### src/rtl/hazard_ctrl.sv
// Pipeline hazard controller for the 5-stage core: stage enables, bubble insertion,
// multi-cycle EX sequencing and saturating stall/flush performance counters.
module hazard_ctrl #(
  parameter bit FWD_EN   = 1'b0,
  parameter int BR_STAGE = 1,
  parameter int ADDR_W   = 5,
  parameter int CNT_W    = 16
) (
  input  logic              clk,
  input  logic              rst_n,
  input  logic              RegWrite_IDEX,
  input  logic              MemRead_IDEX,
  input  logic [ADDR_W-1:0] Rd_IDEX,
  input  logic              RegWrite_EXMem,
  input  logic [ADDR_W-1:0] Rd_EXMem,
  input  logic [ADDR_W-1:0] Rs1_ID,
  input  logic [ADDR_W-1:0] Rs2_ID,
  input  logic              Rs1_used,
  input  logic              Rs2_used,
  input  logic              redirect,
  input  logic              mem_busy,
  input  logic              md_op_EX,
  input  logic              md_done,
  input  logic              perf_clr,
  output logic              en_IF,
  output logic              en_IFID,
  output logic              en_IDEX,
  output logic              en_EXMem,
  output logic              en_MemWB,
  output logic              NOP_IFID,
  output logic              NOP_IDEX,
  output logic              NOP_EXMem,
  output logic              md_go,
  output logic              md_kill,
  output logic [CNT_W-1:0]  stall_cycles,
  output logic [CNT_W-1:0]  flush_events
);

  // DONE holds a result that arrived while memory froze the pipe, so no second start is issued.
  typedef enum logic [1:0] {IDLE, BUSY, DONE} state_t;

  state_t state;
  logic   hz_idex, hz_exmem, data_stall;
  logic   md_start, md_wait, flush_hit;

  function automatic logic src_match(input logic [ADDR_W-1:0] rd,
                                     input logic [ADDR_W-1:0] rs,
                                     input logic              used);
    return used && (rs != '0) && (rd == rs);
  endfunction

  always_comb begin
    hz_idex  = src_match(Rd_IDEX, Rs1_ID, Rs1_used) || src_match(Rd_IDEX, Rs2_ID, Rs2_used);
    hz_exmem = src_match(Rd_EXMem, Rs1_ID, Rs1_used) || src_match(Rd_EXMem, Rs2_ID, Rs2_used);
    if (FWD_EN)
      data_stall = MemRead_IDEX && RegWrite_IDEX && hz_idex;
    else
      data_stall = (RegWrite_IDEX && hz_idex) || (RegWrite_EXMem && hz_exmem);
    md_start = (state == IDLE) && md_op_EX && !md_done && !redirect && !mem_busy;
    md_wait  = ((state == BUSY) && !md_done) || md_start;
  end

  always_comb begin
    en_IF     = 1'b1;
    en_IFID   = 1'b1;
    en_IDEX   = 1'b1;
    en_EXMem  = 1'b1;
    en_MemWB  = 1'b1;
    NOP_IFID  = 1'b0;
    NOP_IDEX  = 1'b0;
    NOP_EXMem = 1'b0;
    md_go     = 1'b0;
    md_kill   = 1'b0;
    flush_hit = 1'b0;
    if (!rst_n) begin
      en_IF     = 1'b0;
      en_IFID   = 1'b0;
      en_IDEX   = 1'b0;
      en_EXMem  = 1'b0;
      en_MemWB  = 1'b0;
      NOP_IFID  = 1'b1;
      NOP_IDEX  = 1'b1;
      NOP_EXMem = 1'b1;
    end else if (mem_busy) begin
      en_IF    = 1'b0;
      en_IFID  = 1'b0;
      en_IDEX  = 1'b0;
      en_EXMem = 1'b0;
      en_MemWB = 1'b0;
    end else if (redirect) begin
      // A redirect seen while BUSY means the md op itself is wrong-path: kill it and flush EX/Mem too.
      flush_hit = 1'b1;
      NOP_IFID  = 1'b1;
      NOP_IDEX  = 1'b1;
      NOP_EXMem = (BR_STAGE == 2) || (state == BUSY);
      md_kill   = (state == BUSY);
    end else if (md_wait) begin
      en_IF     = 1'b0;
      en_IFID   = 1'b0;
      en_IDEX   = 1'b0;
      NOP_EXMem = 1'b1;
      md_go     = (state == IDLE);
    end else if (data_stall) begin
      en_IF    = 1'b0;
      en_IFID  = 1'b0;
      NOP_IDEX = 1'b1;
    end
  end

  always_ff @(posedge clk or negedge rst_n) begin
    if (!rst_n) begin
      state <= IDLE;
    end else begin
      case (state)
        IDLE: if (md_start) state <= BUSY;
        BUSY: begin
          if (md_done)
            state <= mem_busy ? DONE : IDLE;
          else if (!mem_busy && redirect)
            state <= IDLE;
        end
        DONE: if (!mem_busy) state <= IDLE;
        default: state <= IDLE;
      endcase
    end
  end

  always_ff @(posedge clk or negedge rst_n) begin
    if (!rst_n) begin
      stall_cycles <= '0;
      flush_events <= '0;
    end else if (perf_clr) begin
      stall_cycles <= '0;
      flush_events <= '0;
    end else begin
      if (!en_IF && (stall_cycles != '1))
        stall_cycles <= stall_cycles + CNT_W'(1);
      if (flush_hit && (flush_events != '1))
        flush_events <= flush_events + CNT_W'(1);
    end
  end

endmodule

### config.mk
export PLATFORM = sky130hd
export DESIGN_NAME = hazard_ctrl
export DESIGN_NICKNAME = d
export VERILOG_FILES = /design/src/rtl/hazard_ctrl.sv
export SDC_FILE = /design/constraint.sdc
export NUM_CORES = 1
export LEC_CHECK = 0
export CAP_MARGIN = 40
export CORE_MARGIN = 2
export CORE_UTILIZATION = 40
export CTS_CLUSTER_DIAMETER = 120
export DETAILED_ROUTE_END_ITERATION = 8
export GPL_ROUTABILITY_DRIVEN = 0
export PLACE_DENSITY = 0.71
export SLEW_MARGIN = 20
export SYNTH_ARGS = -nofsm -noshare
export SYNTH_HDL_FRONTEND = slang
export SYNTH_SLANG_ARGS = --single-unit
### constraint.sdc
create_clock -name clk -period 3.4 [get_ports clk]
set_input_delay 1.02 -clock clk [delete_from_list [all_inputs] [get_ports clk]]
set_output_delay 1.02 -clock clk [all_outputs]
set_load 0.05 [all_outputs]
==> impl_metrics.csv, run 1 <==
group,metric,value,unit
grt,grt_util_all_layers,19.5,%
run_status,violations,"setup timing",
worst_setup_path,crit_chain,"buf_8 -> xor2_2 -> nor4_2 -> a32oi_1 -> o22a_1 -> buf_4 -> o21a_4 -> buf_12",
hold_path,hold_path_class,"flip-flop to flip-flop",
synth,synth.distinct_cells,48,
synth,synth_area,2320,um2
timing,setup-tns-final,-468,ps
grt,grt_pass1_vias,2226,
layout,fin_area,3550,um2
timing,hold_viol_final,0,
placed_design,pre_cts_slack,-540,ps
die,die_y,80.2,um
worst_setup_path,path_max_fanout,2,
timing,drv_slew,0,
routing,drt-pass1-iter-count,4,
die,start_util,41.7,%
grt,antenna_found_initial,0,
grt,grt_pass1_wl,10000,um
routing,num_vias,2254,
grt,grt_use_met1,24.8,%
synth,yosysSeqAreaShare,36.6,%
synth,netlist_instances,259,
grt,use_met3,3.82,%
die,coreArea,5570,um2
grt,met2_usage,33.9,%
timing,rsz0062_at_grt,"yes",
synth,synthArstFlopShare,100,%
synth,synth_seq_cells,34,
timing,relSlewSlack,64.5,%
clocking,clockBufferDepth,2,
timing,fin_skew,8.32,ps
layout,nNetsFinal,391,
power_and_ir_drop,p_total,0.962,mW
synth,synthTopCellsByCount,"34 x dfrtp_1, 34 x nor2_1, 28 x xor2_1",
layout,drive_above_1_share,25.4,%
worst_setup_path,crit_slowest_cell,"nor4_2",
clocking,cts_made_buffers,5,
worst_setup_path,cp-end-kind,"output pin",
die,die_w,80.2,um
routing,wl,6250,um
worst_setup_path,startpoint_type,"input pin",
die,dieArea,6440,um2
clocking,htreeDepth,2,
synth,yosys_most_used_dff,"dfrtp_1",
clocking,cts_sinks,34,
grt,grt-busiest-layer,"met2",
synth,ys_warn_count,0,
timing,fmax,281,MHz
timing,hold_slack,573,ps
power_and_ir_drop,p_leak,1.50,nW
run,maxCapViolCount,0,
clocking,cts-root-buf,"clkbuf_8",
routing,drt_iter0_markers,87,
grt,gr-total-overflow,0,
synth,synth_edf_count,0,
grt,grt_max_degree,46,
placed_design,dpl.hpwl,4480,um
worst_setup_path,critPathRequiredTime,2380,ps
layout,syn_to_final_growth,52.6,%
routing,ant_nets,0,
timing,setup_viol,3,
worst_setup_path,crit_type,"input pin to output pin",
clocking,clkTransAtPathRegs,70,ps
power_and_ir_drop,ir_worst_vdd,0.235,mV
timing,setup_slack,-160,ps
die,rows,27,
placed_design,portBuffers,72,
clocking,clock_latency,290,ps
timing,tightest_slew,533,ps
layout,num_antenna_cells,0,
worst_setup_path,cp_slowest_stage_delay,320,ps
worst_setup_path,cp.arrival,2540,ps
synth,synth_nets,293,
routing,avgRoutedWirePerCell,14.5,um
power_and_ir_drop,p_per_area,271,nW/um2
run_status,run_status,"complete, but fails checks",
die,io_pins,74,
synth,avgSynthCellArea,8.98,um2
clocking,tritoncts,"yes",
synth,synth_top_area_share,36.6,%
timing,period_share,105,%
routing,via_per_inst,5.24,
placed_design,place_area,3360,um2
timing,fin_crit,3560,ps
routing,drc,0,
synth,synth_area_leaders,"dfrtp_1 37%, xor2_1 11%, nor2_1 5.5%",
synth,synth_top_area_cell,"dfrtp_1",
[worst max-delay path, delay by kind of cell]
family / cells / cell delay (ps)
and+or+nand+nor: 1 / 320
AOI/OAI and AO/OA: 3 / 640
buffers and inverters: 3 / 400
xor gates and xnor gates: 1 / 160
[cell type report]
class                      instances  area, um2
clock buffer                       7       86.3
clock inverter                     1       5.00
fill                             468       2030
inverter                           6       22.5
multi-input combinational        207       1470
sequential                        34        851
tap                               72       90.1
timing repair buffer             103       1020
[cells in the final DEF, fill, tap and decap left out, types with 2 or more instances in the layout]
cell / count
clkdlybuf4s50_1: 37
nor2_1: 34
dfrtp_1: 34
buf_4: 30
xor2_1: 27
nand2_1: 16
nand4_1: 12
nor2b_1: 12
nand3_1: 11
buf_12: 10
a21oi_1: 9
mux2_1: 9
xnor2_1: 7
a211oi_1: 7
nor3_1: 6
clkbuf_8: 6
buf_2: 6
buf_6: 6
inv_1: 5
clkbuf_2: 5
mux2_2: 4
nor4_2: 3
and2_1: 3
o21ai_0: 3
or3_1: 3
dlygate4sd2_1: 3
dlymetal6s2s_1: 3
o21ai_1: 2
a32oi_1: 2
nor4_1: 2
o22a_1: 2
and4_1: 2
and3_1: 2
ha_1: 2
[power breakdown]
part	switching, mW	internal [mW]	total [mW]	leakage, nW
registers	0.00628	0.409	0.415	0.472
clock network	0.152	0.164	0.316	0.0482
logic	0.122	0.108	0.231	0.981
total	0.281	0.681	0.962	1.50
[metrics by stage]
stage                     instances  utilization [%]
after floorplan                 259                -
after global placement          414             60.3
after detailed placement        414             60.3
after CTS                       429             63.1
after global routing            430             63.6
final                           430             63.6
[repair_timing]
action,in CTS,in global routing
hold buffers,0,0
endpoints found under the setup margin,6,12
buffers inserted,7,2
gates resized for setup,68,24
pin swaps,16,13
[state kept, by name, summed over array words and instances, names as in the netlist]
register and cells:
stall_cycles 16, flush_events 16, state 2
[metal layers]
layer	part of all wire (%)	vias to the layer above
met4	0.46	0
met2	49	60
li1	-	1109
met5	0	-
met3	5.6	5
met1	45	1080
[cells by family (layout without fill, tap and decap cells)]
kind of cell	after synthesis	after routing	share of synthesized area (%)
DFF	34	34	36.6
muxes	14	14	6.73
AOI/OAI and AO/OA	39	39	12.9
buffers and inverters	18	117	3.66
and+or+nand+nor	117	117	25.8
adders and majority gates	2	2	1.08
xor gates and xnor gates	35	35	13.2
[worst paths after layout]
| path | start | to | slack (ps) | cells after the start |
|---|---|---|---|---|
| worst max register to register | state[1] | stall_cycles[4] | 1110 | 8 |
| worst min-delay path | flush_events[9] | flush_events[9] | 570 | 2 |
| worst min register to register | flush_events[9] | flush_events[9] | 570 | 2 |
| min in group asynchronous | rst_n | flush_events[0] | 790 | 2 |
| max in group asynchronous | rst_n | stall_cycles[6] | 2250 | 2 |
| worst max-delay path | Rd_EXMem[2] | en_IFID | -160 | 8 |
No activity file was read; power rests on OpenSTA's default activity.
==> run 2, diff against run 1 <==
--- a/config.mk
+++ b/config.mk
@@ -11,7 +11,7 @@
 export CTS_CLUSTER_DIAMETER = 120
 export DETAILED_ROUTE_END_ITERATION = 8
 export GPL_ROUTABILITY_DRIVEN = 0
-export PLACE_DENSITY = 0.71
+export PLACE_DENSITY_LB_ADDON = 0.1
 export SLEW_MARGIN = 20
 export SYNTH_ARGS = -nofsm -noshare
 export SYNTH_HDL_FRONTEND = slang
==> constraint.sdc (replaced) <==
create_clock -name clk -period 4 [get_ports clk]
set_input_delay 1.2 -clock clk [delete_from_list [all_inputs] [get_ports clk]]
set_output_delay 1.2 -clock clk [all_outputs]
set_load 0.05 [all_outputs]
==> impl_metrics.csv, run 2 (synthesis gave the netlist of run 1 again) <==
group,metric,value,unit
run_status,run_status,"completed",
layout,post-route-util,63.5,%
timing,fin_crit,3970,ps
grt,grt_pass1_wl,10100,um
timing,hold_viol_final,0,
layout,num_antenna_cells,0,
hold_path,hold_path_class,"flip-flop to flip-flop",
timing,relSlewSlack,59.6,%
die,coreArea,5570,um2
worst_setup_path,cp_top_family,"compound AO/OA/AOI/OAI gates",
worst_setup_path,path_max_fanout,2,
clocking,cts_hold_buf,0,
routing,drc,0,
worst_setup_path,crit_slowest_cell,"nor4_2",
timing,hold_slack,560,ps
layout,num-fill-cells,488,
die,dieArea,6440,um2
die,die_w,80.2,um
worst_setup_path,cp-end-kind,"output pin",
run,maxCapViolCount,0,
routing,ant_nets,0,
power_and_ir_drop,ir_worst_vdd,0.148,mV
worst_setup_path,crit_type,"input pin to output pin",
worst_setup_path,cp_slowest_stage_delay,330,ps
clocking,cts_made_buffers,5,
layout,syn_to_final_growth,52.3,%
grt,gr-total-overflow,0,
clocking,clkTransAtPathRegs,70,ps
timing,drv_slew,0,
placed_design,portBuffers,72,
layout,nNetsFinal,397,
routing,drt-pass1-iter-count,4,
timing,tightest_slew,604,ps
placed_design,dpl.hpwl,4630,um
layout,top_regs,"flush_events (16), stall_cycles (16), state (2)",
timing,setup_viol,0,
worst_setup_path,path_buf_inv,2,
power_and_ir_drop,p_leak,1.49,nW
routing,wl,6280,um
routing,drt_iter0_markers,74,
grt,antenna_found_initial,0,
timing,period_share,99.2,%
routing,via_per_inst,5.14,
die,io_pins,74,
power_and_ir_drop,p_total,0.811,mW
worst_setup_path,startpoint_type,"input pin",
worst_setup_path,cp.arrival,2770,ps
routing,avgRoutedWirePerCell,14.4,um
grt,grt_max_degree,20,
clocking,htreeDepth,2,
layout,final_cell_mix,"41 x clkdlybuf4s50_1, 35 x buf_4, 34 x nor2_1, 34 x dfrtp_1, 28 x xor2_1",
clocking,clockBufferDepth,2,
grt,grt_util_all_layers,20.1,%
timing,setup-tns-final,0,ps
clocking,cts_sinks,34,
routing,num_vias,2241,
die,die_y,80.2,um
clocking,tritoncts,"yes",
die,start_util,41.7,%
timing,fmax,252,MHz
worst_setup_path,crit_chain,"buf_6 -> xor2_1 -> nor4_2 -> a32oi_1 -> o22a_1 -> a211o_1 -> nand2_2 -> buf_12",
timing,fin_skew,5.22,ps
die,rows,27,
layout,final_common_cell,"clkdlybuf4s50_1",
layout,drive_above_1_share,27.2,%
power_and_ir_drop,p_per_area,229,nW/um2
clocking,cts-root-buf,"clkbuf_8",
worst_setup_path,critPathRequiredTime,2800,ps
clocking,clock_latency,280,ps
grt,grt_pass1_vias,2122,
==> run 2: cell types whose count changed in the layout (fill, tap and decap cells not counted), sizes merged <==
cell,before,now
clkdlybuf4s50,37,41
clkdlybuf4s15,2,0
dlygate4sd2,3,0
buf,53,52
dlymetal6s2s,3,1
clkbuf,12,22
==> run 2: what timing repair did <==
item / in CTS / in global routing
pin swaps: 8 / 16
setup buffers: 18 / 0
gates resized for setup: 34 / 47
setup endpoints to repair: 3 / 8
==> run 2: worst min-delay path: stages (launching register included) <==
cell and delay [ps]:
dfrtp_1 400, nand2_1 70, a21oi_1 60
==> run 2: where the power goes <==
part	internal, mW	switching [mW]	leakage (nW)
clock	0.139	0.124	0.0482
combinational	0.0914	0.104	0.969
sequential	0.348	0.00534	0.472
total	0.578	0.233	1.49
==> run 2: layout make-up <==
cell class | count | area (um2) | share of cell area [%]
inverter | 6 | 22.5 | 0.636
tap | 72 | 90.1 | 2.55
multi-input combinational | 207 | 1460 | 41.2
sequential | 34 | 851 | 24.0
clock inverter | 1 | 5.00 | 0.141
timing repair buffer | 109 | 1030 | 29.0
clock buffer | 7 | 86.3 | 2.44
==> run 2: metrics by stage <==
step,std cells,setup slack (ps),cell area [um2]
2_1_floorplan,259,24.3,2340
3_3_place_gp,410,-367,3320
3_5_place_dp,411,-363,3330
4_1_cts,437,0.0759,3560
5_1_grt,436,-63.3,3540
6_report,436,30.6,3540
==> run 2: final timing paths <==
path	startpoint	endpoint	slack [ps]	cells past startpoint
max	Rd_EXMem[4]	NOP_IDEX	30	8
min	state[1]	state[1]	560	2
max reg2reg	state[1]	stall_cycles[4]	1570	8
min reg2reg	state[1]	state[1]	560	2
max in group asynchronous	rst_n	flush_events[5]	2630	2
min in group asynchronous	rst_n	state[1]	810	1
==> run 2: per-layer routing <==
metal	vias up	share of wire, %	global-route usage [%]	wire length, um
met5	-	0	0	0
met4	0	1.7	7.29	105
met3	10	5.6	4.72	350
met2	59	50	34.2	3150
met1	1044	43	24.6	2670
li1	1128	-	-	-
==> run 3, diff against run 2 <==
--- a/config.mk
+++ b/config.mk
@@ -9,6 +9,7 @@
 export CORE_MARGIN = 2
 export CORE_UTILIZATION = 40
 export CTS_CLUSTER_DIAMETER = 120
+export CTS_CLUSTER_SIZE = 28
 export DETAILED_ROUTE_END_ITERATION = 8
 export GPL_ROUTABILITY_DRIVEN = 0
 export PLACE_DENSITY_LB_ADDON = 0.1
==> results of run 3 <==
Final layout, timing and power as in run 2 (identical DEF).
